[src/rtl/bitset_pkg.sv]
// Shared widths and FSM state encoding for the bitset arbiter.
package bitset_pkg;

   localparam int WORD_W = 4;
   localparam int IDX_W  = 2;

   typedef enum logic [1:0] {
      ST_IDLE  = 2'd0,
      ST_WRITE = 2'd1,
      ST_SWEEP = 2'd2
   } state_t;

endpackage

[src/rtl/bitset.sv]
// Combinational bit replace: next_word is word with bit 'index' set to 'value'.
module bitset
   import bitset_pkg::*;
(
   input  logic [WORD_W-1:0] word,
   input  logic [IDX_W-1:0]  index,
   input  logic              value,
   output logic [WORD_W-1:0] next_word
);

   // Copy the word, then overwrite the single targeted bit.
   always_comb begin
      next_word        = word;
      next_word[index] = value;
   end

endmodule

[src/rtl/bitset_arbiter.sv]
// Arbitrates single-bit writes from requesters A and B and a four-bit sweep
// onto one held 4-bit word. A/B writes take one WRITE cycle; a sweep walks
// the word LSB to MSB over four SWEEP cycles. done pulses after the last write.
//
// Handshake: a command transfers on a rising edge where valid and ready are
// both high. Ready is only ever raised in IDLE, is a grant (it is never high
// for a requester that is not asking), and at most one ready is high per
// cycle. Inputs are only sampled at that transfer; they are ignored while busy.
module bitset_arbiter
   import bitset_pkg::*;
#(
   parameter logic [WORD_W-1:0] RESET_VAL = 4'b0000
)
(
   input  logic              clk,
   input  logic              rst_n,
   input  logic              a_valid,
   input  logic [IDX_W-1:0]  a_index,
   input  logic              a_value,
   output logic              a_ready,
   input  logic              b_valid,
   input  logic [IDX_W-1:0]  b_index,
   input  logic              b_value,
   output logic              b_ready,
   input  logic              sweep_valid,
   input  logic              sweep_value,
   output logic              sweep_ready,
   output logic [WORD_W-1:0] word_q,
   output logic              busy,
   output logic              done,
   output state_t            fsm_state
);

   localparam logic [IDX_W-1:0] CNT_LAST = IDX_W'(WORD_W - 1);

   state_t              state;
   state_t              state_nxt;
   logic                favour_b;    // round-robin pointer: 1 means B wins a tie
   logic [IDX_W-1:0]    cnt;
   logic [IDX_W-1:0]    cap_index;
   logic                cap_value;
   logic                done_r;
   logic [WORD_W-1:0]   word_r;
   logic [IDX_W-1:0]    bs_index;
   logic [WORD_W-1:0]   bs_next;

   // A sweep walks the counter; a single write uses the captured index.
   assign bs_index = (state == ST_SWEEP) ? cnt : cap_index;

   bitset u_bitset (
      .word      (word_r),
      .index     (bs_index),
      .value     (cap_value),
      .next_word (bs_next)
   );

   // Next-state and grant decode: sweep first, then round-robin between A and B.
   always_comb begin
      state_nxt   = state;
      a_ready     = 1'b0;
      b_ready     = 1'b0;
      sweep_ready = 1'b0;
      case (state)
         ST_IDLE: begin
            if (sweep_valid) begin
               sweep_ready = 1'b1;
               state_nxt   = ST_SWEEP;
            end else if (a_valid && (!favour_b || !b_valid)) begin
               a_ready   = 1'b1;
               state_nxt = ST_WRITE;
            end else if (b_valid) begin
               b_ready   = 1'b1;
               state_nxt = ST_WRITE;
            end
         end
         ST_WRITE: state_nxt = ST_IDLE;
         ST_SWEEP: begin
            if (cnt == CNT_LAST) state_nxt = ST_IDLE;
         end
         default:  state_nxt = ST_IDLE;
      endcase
   end

   // State, capture registers, pointer, counter, held word and done pulse.
   always_ff @(posedge clk or negedge rst_n) begin
      if (!rst_n) begin
         state     <= ST_IDLE;
         favour_b  <= 1'b0;
         cnt       <= '0;
         cap_index <= '0;
         cap_value <= 1'b0;
         done_r    <= 1'b0;
         word_r    <= RESET_VAL;
      end else begin
         state  <= state_nxt;
         done_r <= (state == ST_WRITE) || ((state == ST_SWEEP) && (cnt == CNT_LAST));
         if (sweep_ready) begin
            cap_value <= sweep_value;
            cnt       <= '0;
         end
         if (a_ready) begin
            cap_index <= a_index;
            cap_value <= a_value;
            favour_b  <= 1'b1;
         end
         if (b_ready) begin
            cap_index <= b_index;
            cap_value <= b_value;
            favour_b  <= 1'b0;
         end
         if (state == ST_WRITE) begin
            word_r <= bs_next;
         end
         if (state == ST_SWEEP) begin
            word_r <= bs_next;
            cnt    <= cnt + IDX_W'(1);
         end
      end
   end

   assign word_q    = word_r;
   assign busy      = (state != ST_IDLE);
   assign done      = done_r;
   assign fsm_state = state;

endmodule

[config.mk]
export PLATFORM = sky130hd
export DESIGN_NAME = bitset_arbiter
export DESIGN_NICKNAME = d
export VERILOG_FILES = /design/src/rtl/bitset_pkg.sv /design/src/rtl/bitset.sv /design/src/rtl/bitset_arbiter.sv
export SDC_FILE = /design/constraint.sdc
export NUM_CORES = 1
export LEC_CHECK = 0
export BUFFER_PORTS_ARGS = -buffer_cell sky130_fd_sc_hd__buf_2
export CAP_MARGIN = 15
export CORE_UTILIZATION = 45
export CTS_CLUSTER_SIZE = 12
export DETAILED_ROUTE_END_ITERATION = 12
export GPL_TIMING_DRIVEN = 1
export MAX_ROUTING_LAYER = met4
export PLACE_DENSITY = 0.72
export SYNTH_ARGS = -nofsm -noshare
export SYNTH_HDL_FRONTEND = slang
export SYNTH_HIERARCHICAL = 1
export SYNTH_SLANG_ARGS = --single-unit
[constraint.sdc]
create_clock -name clk -period 2.8 [get_ports clk]
set_clock_uncertainty 0.05 [all_clocks]
set_input_delay 0.14 -clock clk [delete_from_list [all_inputs] [get_ports clk]]
set_output_delay 0.14 -clock clk [all_outputs]
set_load 0.05 [all_outputs]
Yosys cells after proc, flatten, opt, wreduce, memory -nomap -nowiden. Index checks and enable logic that the tools add are counted.

$add $sub $neg: 1. $lt $le $gt $ge: 2. Eq/ne operators: 5. Multiplexer cells: 29. Reduce and logical (&&, ||, !) cells: 14.

Operators with widths (count): $mux 2 (9); $mux 1 (15); $mux 4 (2); $reduce_bool 2->1 (4); $bwmux 4 (1); $eq 2x2->1 const B (2); $ne 4x4->1 const B (1); $pmux 2 s2 (1); $logic_and 1x1->1 (3); $lt 2x3->1 const B (1); $reduce_bool 3->1 (1); $add 2x1->2 const B (1); $demux 1 s2 (1); $eq 2x1->1 const B (1); $ge 2x1->1 const B (1); $logic_not 1->1 (2); $logic_not 2->1 (1); $logic_or 1x1->1 (2); $ne 2x1->1 const B (1); $reduce_and 2->1 (1).

Bits in registers: 13. Bits of input ports: 12. Output and inout bits: 11. Word-level logic and storage cells: 58.

Longest topological paths before layout. Gate-level depths: netlist of run 1.

Depth in word-level cells: 9. Gate-level depth with buffers: 7. Mapped depth without buffers: 6.

Hierarchy. The synthesis of run 1 kept the hierarchy.

By module, submodules not included: bitset_arbiter (instances 1, cells an instance 60, area each 675.6 sq um, seq. area each 325.3 sq um); bitset (instances 1, cells an instance 8, area each 68.8 sq um, seq. area each 0.0 sq um).

Least setup slack after synthesis of run 1. Ideal clock, no wire load.

Path kind: flip-flop to flip-flop. Start: reg state[0] (netlist: fsm_state[0]). End: reg word_r[2] (netlist: word_q[2]). Setup time: 0.125 ns. Data arrival time: 2.155 ns. Required time: 2.625 ns. Setup slack: 0.470 ns. Cell stages (with the launch flop): 8. Path buffers: 1. Period minus slack after synthesis: 2.330 ns. Path through: dfrtp_1 > inv_1 > ha_1 > clkbuf_1 > mux2_2 > nand2b_1 > mux2_4 > mux2_2.

Word-level cells in the longest chain between the ends: 9. Elaborated cells on any way between the ends: 12. Those cells by class: order compare: 2; eq/ne: 2; mux: 6; reduce/logical: 2.

Ends and longest elaborated chain: from (decl) (line bitset_arbiter.sv:36) `state_t state;`; from (signal assigned) (line bitset_arbiter.sv:95) `state <= state_nxt;`; $eq 2x2->1 (*) (line bitset_arbiter.sv:48) `assign bs_index = (state == ST_SWEEP) ? cnt : cap_index;`; $mux 2 (*) (line bitset_arbiter.sv:48); via bs_index[0] (line bitset_arbiter.sv:44) `logic [IDX_W-1:0] bs_index;`; $lt 2x3->1 (not written as such) or $ge 2x1->1 (tied branches) (line bitset.sv:14) `next_word[index] = value;`; $logic_and 1x1->1 (not written as such) (line bitset.sv:14); $mux 1 (not written as such) (line bitset.sv:14); $demux 1 s2 (*); $bwmux 4 (*) (line bitset.sv:14); via bs_next[2] (line bitset_arbiter.sv:45) `logic [WORD_W-1:0] bs_next;`; $mux 4 (line bitset_arbiter.sv:111) `if (state == ST_WRITE) begin`; $mux 4 (*) (line bitset_arbiter.sv:114) `if (state == ST_SWEEP) begin`; to (signal assigned) (line bitset_arbiter.sv:112) `word_r <= bs_next;`; to (signal assigned) (line bitset_arbiter.sv:115) `word_r <= bs_next;`; to (decl) (line bitset_arbiter.sv:43) `logic [WORD_W-1:0] word_r;`.

The timed path passes the listed nets; every way through them passes the cells marked *. The select of a mux whose other input is x is not followed. A chain may end at the register's enable or synchronous reset.

Worst setup path in the final report of run 1.
Start: reg state[0] (netlist: fsm_state[0]). End: reg word_r[0] (netlist: word_q[0]).

The elaborated chain is that of the path after synthesis.

==> summary.md, run 1 <==
| Metric | Value |
|---|---|
| Status | finished, final reports clean |
| Type of the worst min-delay path | input pin to register |
| Final Hold Viols | 0 |
| Final nets | 111 |
| Setup repair after global routing missed its margin | false |
| Critical Path Start Type | register |
| Clock buffer count from CTS | 3 |
| Drt first pass iters | 4 |
| Critical-path maximum fanout | 7 |
| Met1 usage | 0.254 |
| Max-slew violation count | 0 |
| Antenna-violating nets left | 0 |
| Power Density | around 1300 nW/um^2 |
| Level count of the clock H-tree | 1 |
| Synth Warn # | 6 |
| Placed Cells incl. Taps | about 110 |
| Number of antenna violations at the first check in global routing | 0 |
| Clock sink count | 13 |
| Starting Density | 0.489 |
| Area occupied by registers | between 300 and 400 um^2 |
| Hold Path End | cap_index[1] |
| Finished Layout Cells | 110 |
| Number of register bits inferred by synthesis | 13 |
| Synth Flop Type | dfrtp_1 |
| Horiz. Die Dim | 42.7 um |
| Number of DRC violations after detailed-routing iteration 0 | 14 |
| Hold Crit Start | a_index[1] |
| Number of different library cells in the post-synthesis netlist | 26 |
| Area of the multi-input gates | a little under 400 um^2 |
| Met2 layer usage reported by global route | 0.261 |
| Clock tree from TritonCTS | yes |
| Clock period minus worst slack | approximately 2.1 ns |
| Cells after Synth | between 60 and 70 |
| Slowest-stage cell, CP | dfrtp_1 |
| Wire length of the first global-routing pass | 2420 um |
| Routed vias | ~580 |
| Busiest layer in global routing | met2 |
| Routed vias/inst | 5.29 |
| Share of cells above drive strength 1 | 0.394 |
| Clock-pin slew on the worst setup and hold paths | around 0.080 ns |
| Share of the synthesized area in the top cell type | 0.437 |
| Mapped Avg Cell Area | roughly 11 um^2 |
| Height of the chip | around 43 um |
| Peak supply drop | slightly below 600 uV |
| Finished Cell Area | 907 um^2 |
| Critical Path RT | between 2 and 3 ns |
| Maximum number of pins on one net before global-route repair | 14 |
| Area overhead of the layout relative to synthesis | 21.8% |
| Placement Rows | 14 |
| Global-route track usage on met3 | 0.0255 |
| Post-route clock period utilization | 0.740 |
| Clock root buffer | clkbuf_4 |
| Total DRC errors in the routed layout | 0 |
| Cells on Worst Hold Path | 2 |
| Worst R2R Path Depth | 6 |
| Synth top cells by count | dfrtp_1, mux2_2, nand2_1, inv_1, ha_1 |
| GR Overflow Total | 0 |
| Fin worst setup slack | about 0.73 ns |
| R2R Path End | word_q[0] |
| Data arrival time of the worst path | approximately 2.2 ns |
| Leakage power figure | around 0.46 nW |
| Net count after synthesis | 84 |
| Netlist area before placement | 744 um^2 |
| Via count of the first global-routing pass | 528 |
| Antenna cell count | 0 |
| FFs w/ async S/R, synth | 1.00 |
| R2r startpoint | fsm_state[0] |
| EDFF count, synth | 0 |
| Half-perimeter wire length after detailed placement | around 1000 um |
| Count of port buffers added during placement | 22 |
| Most repeated cell in the gate-level netlist after synthesis | dfrtp_1 |
| CP Capture Type | register |
| Average routed wire per standard cell | roughly 13 um |
| Filler cell count | 130 |
| Transition time at the pin with the least slew margin | roughly 0.35 ns |
| Biggest area contributors in the synthesized netlist | dfrtp_1, mux2_2, ha_1, a221o_1, nand2_1 |
| Dpl ws | 0.745 ns |
| Worst Path Class, Setup | register to register |
| Maximum clock frequency | roughly 0.48 GHz |
| Sum of negative setup slack | 0 ns |
| Worst rel slew slack | 0.769 |
| Number of gates resized after CTS | 0 |
| All-layer global routing usage | 0.183 |
| Die Outline Area | between 1500 and 2000 um^2 |
| Cell repeated most along the worst path | mux2_2 |
| Cells traversed along the worst timing path | inv_1 -> ha_1 -> mux2_2 -> nor2_1 -> mux2_2 -> mux2_2 |
| Ports | 23 |
| Routed wire length | between 1000 and 1500 um |
| Gp weighted congestion | a little under 0.8 |
| Cell type with the largest total area after synthesis | dfrtp_1 |
| Critical Path Max Stage Delay | about 0.40 ns |
| Final-report setup violation count | 0 |
| Placeable core region | 1520 um^2 |
| Part of the Yosys area used for sequential elements | 0.437 |
| Max-capacitance violation count | 0 |
| Setup slack of the worst register-to-register path | about 0.73 ns |
| Clk_lat worst skew | between 0.2 and 0.3 ns |
| Placed Area | between 800 and 900 um^2 |
| Clock tree buffer depth | 2 |
## metrics by stage
step                      power (W)  hold slack, ns   util
final                       0.00120          0.0414  0.595
after global routing        0.00129          0.0547  0.595
after CTS                   0.00121          0.0405  0.595
after detailed placement    0.00109        -0.00344  0.571
after global placement      0.00108        -0.00459  0.571
after floorplan            0.000941          -0.206      -
## placed cells by master, fill, tap and decap left out, drive strengths merged
master,Yosys,routed
buf,0,22
dfrtp,13,13
mux2,10,10
nand2,7,7
inv,5,5
ha,4,4
clkbuf,1,4
nand2b,3,3
o21ai,3,3
o21a,3,3
a221o,3,3
nor2,2,2
a21oi,2,2
nor2b,2,2
and3,2,2
a21o,1,1
and2b,1,1
mux2i,1,1
o22ai,1,1
o2bb2ai,1,1
nand4,1,1
or3,1,1
a41oi,1,1
dlygate4sd3,0,1
## per-layer routing
layer  vias up  wire, um
met5         -         0
met4         0        18
met3         2        60
met2        15       616
met1       271       682
li1        294         -
## cells by family after synthesis
kind of cell / after synthesis / synth area share
AOI/OAI and AO/OA: 15 / 0.146
adders and majority gates: 4 / 0.0672
buffers and inverters: 6 / 0.0302
DFF: 13 / 0.437
muxes: 11 / 0.170
and+or+nand+nor: 19 / 0.150
## power by group
| part | switching, W | internal [W] | total, W | leakage [nW] |
|---|---|---|---|---|
| Combinational | 0.000449 | 0.000295 | 0.000744 | 0.286 |
| Sequential | 0.0000593 | 0.000279 | 0.000339 | 0.160 |
| Clock | 0.0000637 | 0.0000552 | 0.000119 | 0.0150 |
| Total | 0.000573 | 0.000629 | 0.00120 | 0.461 |
## critical path: cells and delay by family (launching register included)
kind	cells	cell delay [ns]
buffers and inverters	1	0.10
AND/OR/NAND/NOR	1	0.13
multiplexers	3	0.99
adder cells (fa/ha/maj)	1	0.30
flip-flops	1	0.40
## sequential cells by signal (all words and copies together) (netlist names)
register	count
word_q	4
cap_index	2
cap_value	1
favour_b	1
done	1
fsm_state	2
cnt	2
## worst max path at each step
stage | endpoint | start | slack, ns
floorplan | word_q[2] | fsm_state[0] | 0.47
finish | word_q[0] | fsm_state[0] | 0.73
CTS | word_q[0] | fsm_state[0] | 0.72
global placement | word_q[0] | fsm_state[0] | 0.78
detailed placement | word_q[0] | fsm_state[0] | 0.75
global route | word_q[1] | fsm_state[0] | 0.60
## final cells by class
type / count / area share
clock buffer: 4 / 0.0290
inverter: 5 / 0.0207
multi-input combinational: 49 / 0.437
sequential: 13 / 0.359
tap: 16 / 0.0221
timing repair buffer: 23 / 0.132
## what timing repair did
action,in CTS,in global routing
endpoints found under the setup margin,0,0
endpoints found under the hold margin,13,0
hold buffers,1,0
setup buffers,0,0
Note: power is estimated with default switching activity, not from simulation.
==> run 2, diff against run 1 <==
- CORE_UTILIZATION: 45 -> 44
- PLACE_DENSITY: 0.72 -> 0.73
- clock period: 2.8 -> 1.8 ns (I/O delays scaled with it)
==> run 2 against run 1 <==
Net effect: the flow now finishes with violations (setup timing); global-route usage increased by 0.25 points; wire length grew 15%; register-to-register slack worse by 0.75 ns; maximum frequency rose by 14%; critical path depth is the same; highest routed layer unchanged.
==> summary.md, run 2 (same netlist as run 1, synthesis figures left out) <==
| Metric | Value |
|---|---|
| Routed vias/inst | between 5 and 6 |
| Placed Area | between 900 and 1000 um^2 |
| Met2 layer usage reported by global route | 0.313 |
| Critical-path maximum fanout | 4 |
| Routed wire length | about 1600 um |
| Placeable core region | ~1500 um^2 |
| Clk_lat worst skew | between 0.2 and 0.3 ns |
| Drt first pass iters | 3 |
| Status | finished, violations left |
| Final-report setup violation count | 3 |
| Part of the total power dissipated in combinational logic | 0.670 |
| Clock tree from TritonCTS | yes |
| Antenna cell count | 0 |
| Maximum number of pins on one net before global-route repair | 14 |
| Critical Path RT | 1.92 ns |
| CP Capture Type | register |
| Area overhead of the layout relative to synthesis | 45.9% |
| Part of the power in registers | 0.248 |
| Ports | 23 |
| Clock sink count | 13 |
| All-layer global routing usage | 0.186 |
| Peak supply drop | 1090 uV |
| Final Hold Viols | 0 |
| Placement Rows | 14 |
| Die Outline Area | about 1900 um^2 |
| Dpl ws | -0.0672 ns |
| Power Density | around 2000 nW/um^2 |
| Maximum clock frequency | between 0.5 and 0.6 GHz |
| Leakage power figure | approximately 0.54 nW |
| Violations in the final reports | setup timing |
| Worst Path Class, Setup | register to register |
| Level count of the clock H-tree | 1 |
| Horiz. Die Dim | between 40 and 50 um |
| Global-route track usage on met3 | 0.0426 |
| Count of port buffers added during placement | 22 |
| Number of DRC violations after detailed-routing iteration 0 | 8 |
| Half-perimeter wire length after detailed placement | 1100 um |
| Post-route clock period utilization | 1.01 |
| Flip-flop count of the largest register, all copies and words added | 4 |
| CP Buf/Inv Count | 1 |
| Clock tree buffer depth | 2 |
| Final nets | 121 |
| Fin worst setup slack | -0.0173 ns |
| Total design power | 0.00220 W |
| Antenna-violating nets left | 0 |
| Starting Density | 0.483 |
| Wire length of the first global-routing pass | ~2500 um |
| Net Sw Power | 0.000979 W |
| Met1 usage | 0.211 |
| Clock buffer count from CTS | 3 |
| Worst R2R Path Depth | 6 |
| Finished Cell Area | ~1100 um^2 |
| Max-slew violation count | 0 |
| Gp weighted congestion | 0.756 |
| Worst rel slew slack | 0.776 |
| Number of antenna violations at the first check in global routing | 0 |
| Critical Path Start Type | register |
| Routed vias | between 600 and 700 |
| Total DRC errors in the routed layout | 0 |
| Commonest cells after routing, fill and taps aside | buf_2, dfrtp_1, nand2_1, mux2_4, buf_4 |
| Filler cell count | between 100 and 150 |
| Gate family responsible for the most delay along the worst path | multiplexers |
| Average routed wire per standard cell | ~13 um |
| Slowest-stage cell, CP | dfrtp_2 |
| Height of the chip | around 43 um |
| Cells traversed along the worst timing path | inv_2 -> ha_4 -> mux2_4 -> nor2_2 -> mux2_4 -> mux2_2 |
| Setup repair after global routing missed its margin | true |
| Critical Path Max Stage Delay | roughly 0.41 ns |
| Worst hold-check slack | 0.0622 ns |
| Share of cells above drive strength 1 | 0.500 |
| Sw Share | 0.444 |
| Transition time at the pin with the least slew margin | 0.335 ns |
| Clock root buffer | clkbuf_4 |
| Cells on Worst Hold Path | 3 |
| Clock period minus worst slack | 1.82 ns |
| Area of the multi-input gates | between 400 and 500 um^2 |
| Busiest layer in global routing | met2 |
| Via count of the first global-routing pass | slightly above 600 |
| Data arrival time of the worst path | around 1.9 ns |
| GR Overflow Total | 0 |
| Clock share of power | 0.082 |
| Area occupied by registers | 328 um^2 |
| Commonest non-fill, non-tap cell in the layout | buf_2 |
| Crit. path cell count | 6 |
| Cell repeated most along the worst path | mux2_4 |
| Clock-pin slew on the worst setup and hold paths | 0.08 ns |
| Max-capacitance violation count | 0 |
| Design internal power | ~0.0012 W |
| Type of the worst min-delay path | input pin to register |
-- run 2: cell types whose count changed in the layout (fill, tap and decap cells not counted), sizes merged --
cell and delta:
buf +5, dlygate4sd3 +4, clkbuf +1
-- run 2: routing by layer --
metal / vias to the layer above / routed length (um)
met5: - / 0
met4: 0 / 21
met3: 2 / 61
met2: 21 / 817
met1: 285 / 681
li1: 318 / -
-- run 2: worst paths after layout --
check | startpoint | to | slack, ns
max in group asynchronous | rst_n | fsm_state[1] | 1.28
hold reg to reg | favour_b | favour_b | 0.46
min in group asynchronous | rst_n | word_q[1] | 0.17
hold / removal | a_value | cap_value | 0.06
setup reg to reg | fsm_state[0] | word_q[0] | -0.02
setup / recovery | fsm_state[0] | word_q[0] | -0.02
-- run 2: power groups by stage --
stage | Combinational [W] | Clock (W) | Sequential, W
2_1_floorplan | 0.000746 | 0 | 0.000793
3_3_place_gp | 0.00125 | 0 | 0.000540
3_5_place_dp | 0.00126 | 0 | 0.000543
4_1_cts | 0.00133 | 0.000185 | 0.000542
5_1_grt | 0.00159 | 0.000196 | 0.000569
6_report | 0.00148 | 0.000181 | 0.000547
-- run 2: what timing repair did --
action / in CTS / in global routing
hold endpoints to repair: 15 / 0
hold buffers: 5 / 0
gates resized for setup: 8 / 9
setup endpoints to repair: 6 / 7
pin swaps: 1 / 2
buffers inserted: 1 / 1
-- run 2: layout make-up --
class / count / share of cell area
Multi-Input combinational cell: 49 / 0.429
Sequential cell: 13 / 0.302
Clock buffer: 4 / 0.0242
Inverter: 5 / 0.0173
Timing Repair Buffer: 33 / 0.210
Tap cell: 16 / 0.0184
-- run 2: through the flow --
stage | util | setup TNS [ns] | instances
finish | 0.705 | -0.0338 | 120
global route | 0.705 | -0.240 | 120
CTS | 0.675 | -0.0310 | 119
detailed placement | 0.600 | -0.148 | 109
global placement | 0.600 | -0.0925 | 109
floorplan | - | -1.08 | 68
-- run 2: worst min-delay path: cells and delay by family --
| kind | cells | cell delay (ns) |
|---|---|---|
| AO/OA/AOI/OAI | 1 | 0.11 |
| buffers and inverters | 1 | 0.10 |
| AND/OR/NAND/NOR | 1 | 0.06 |
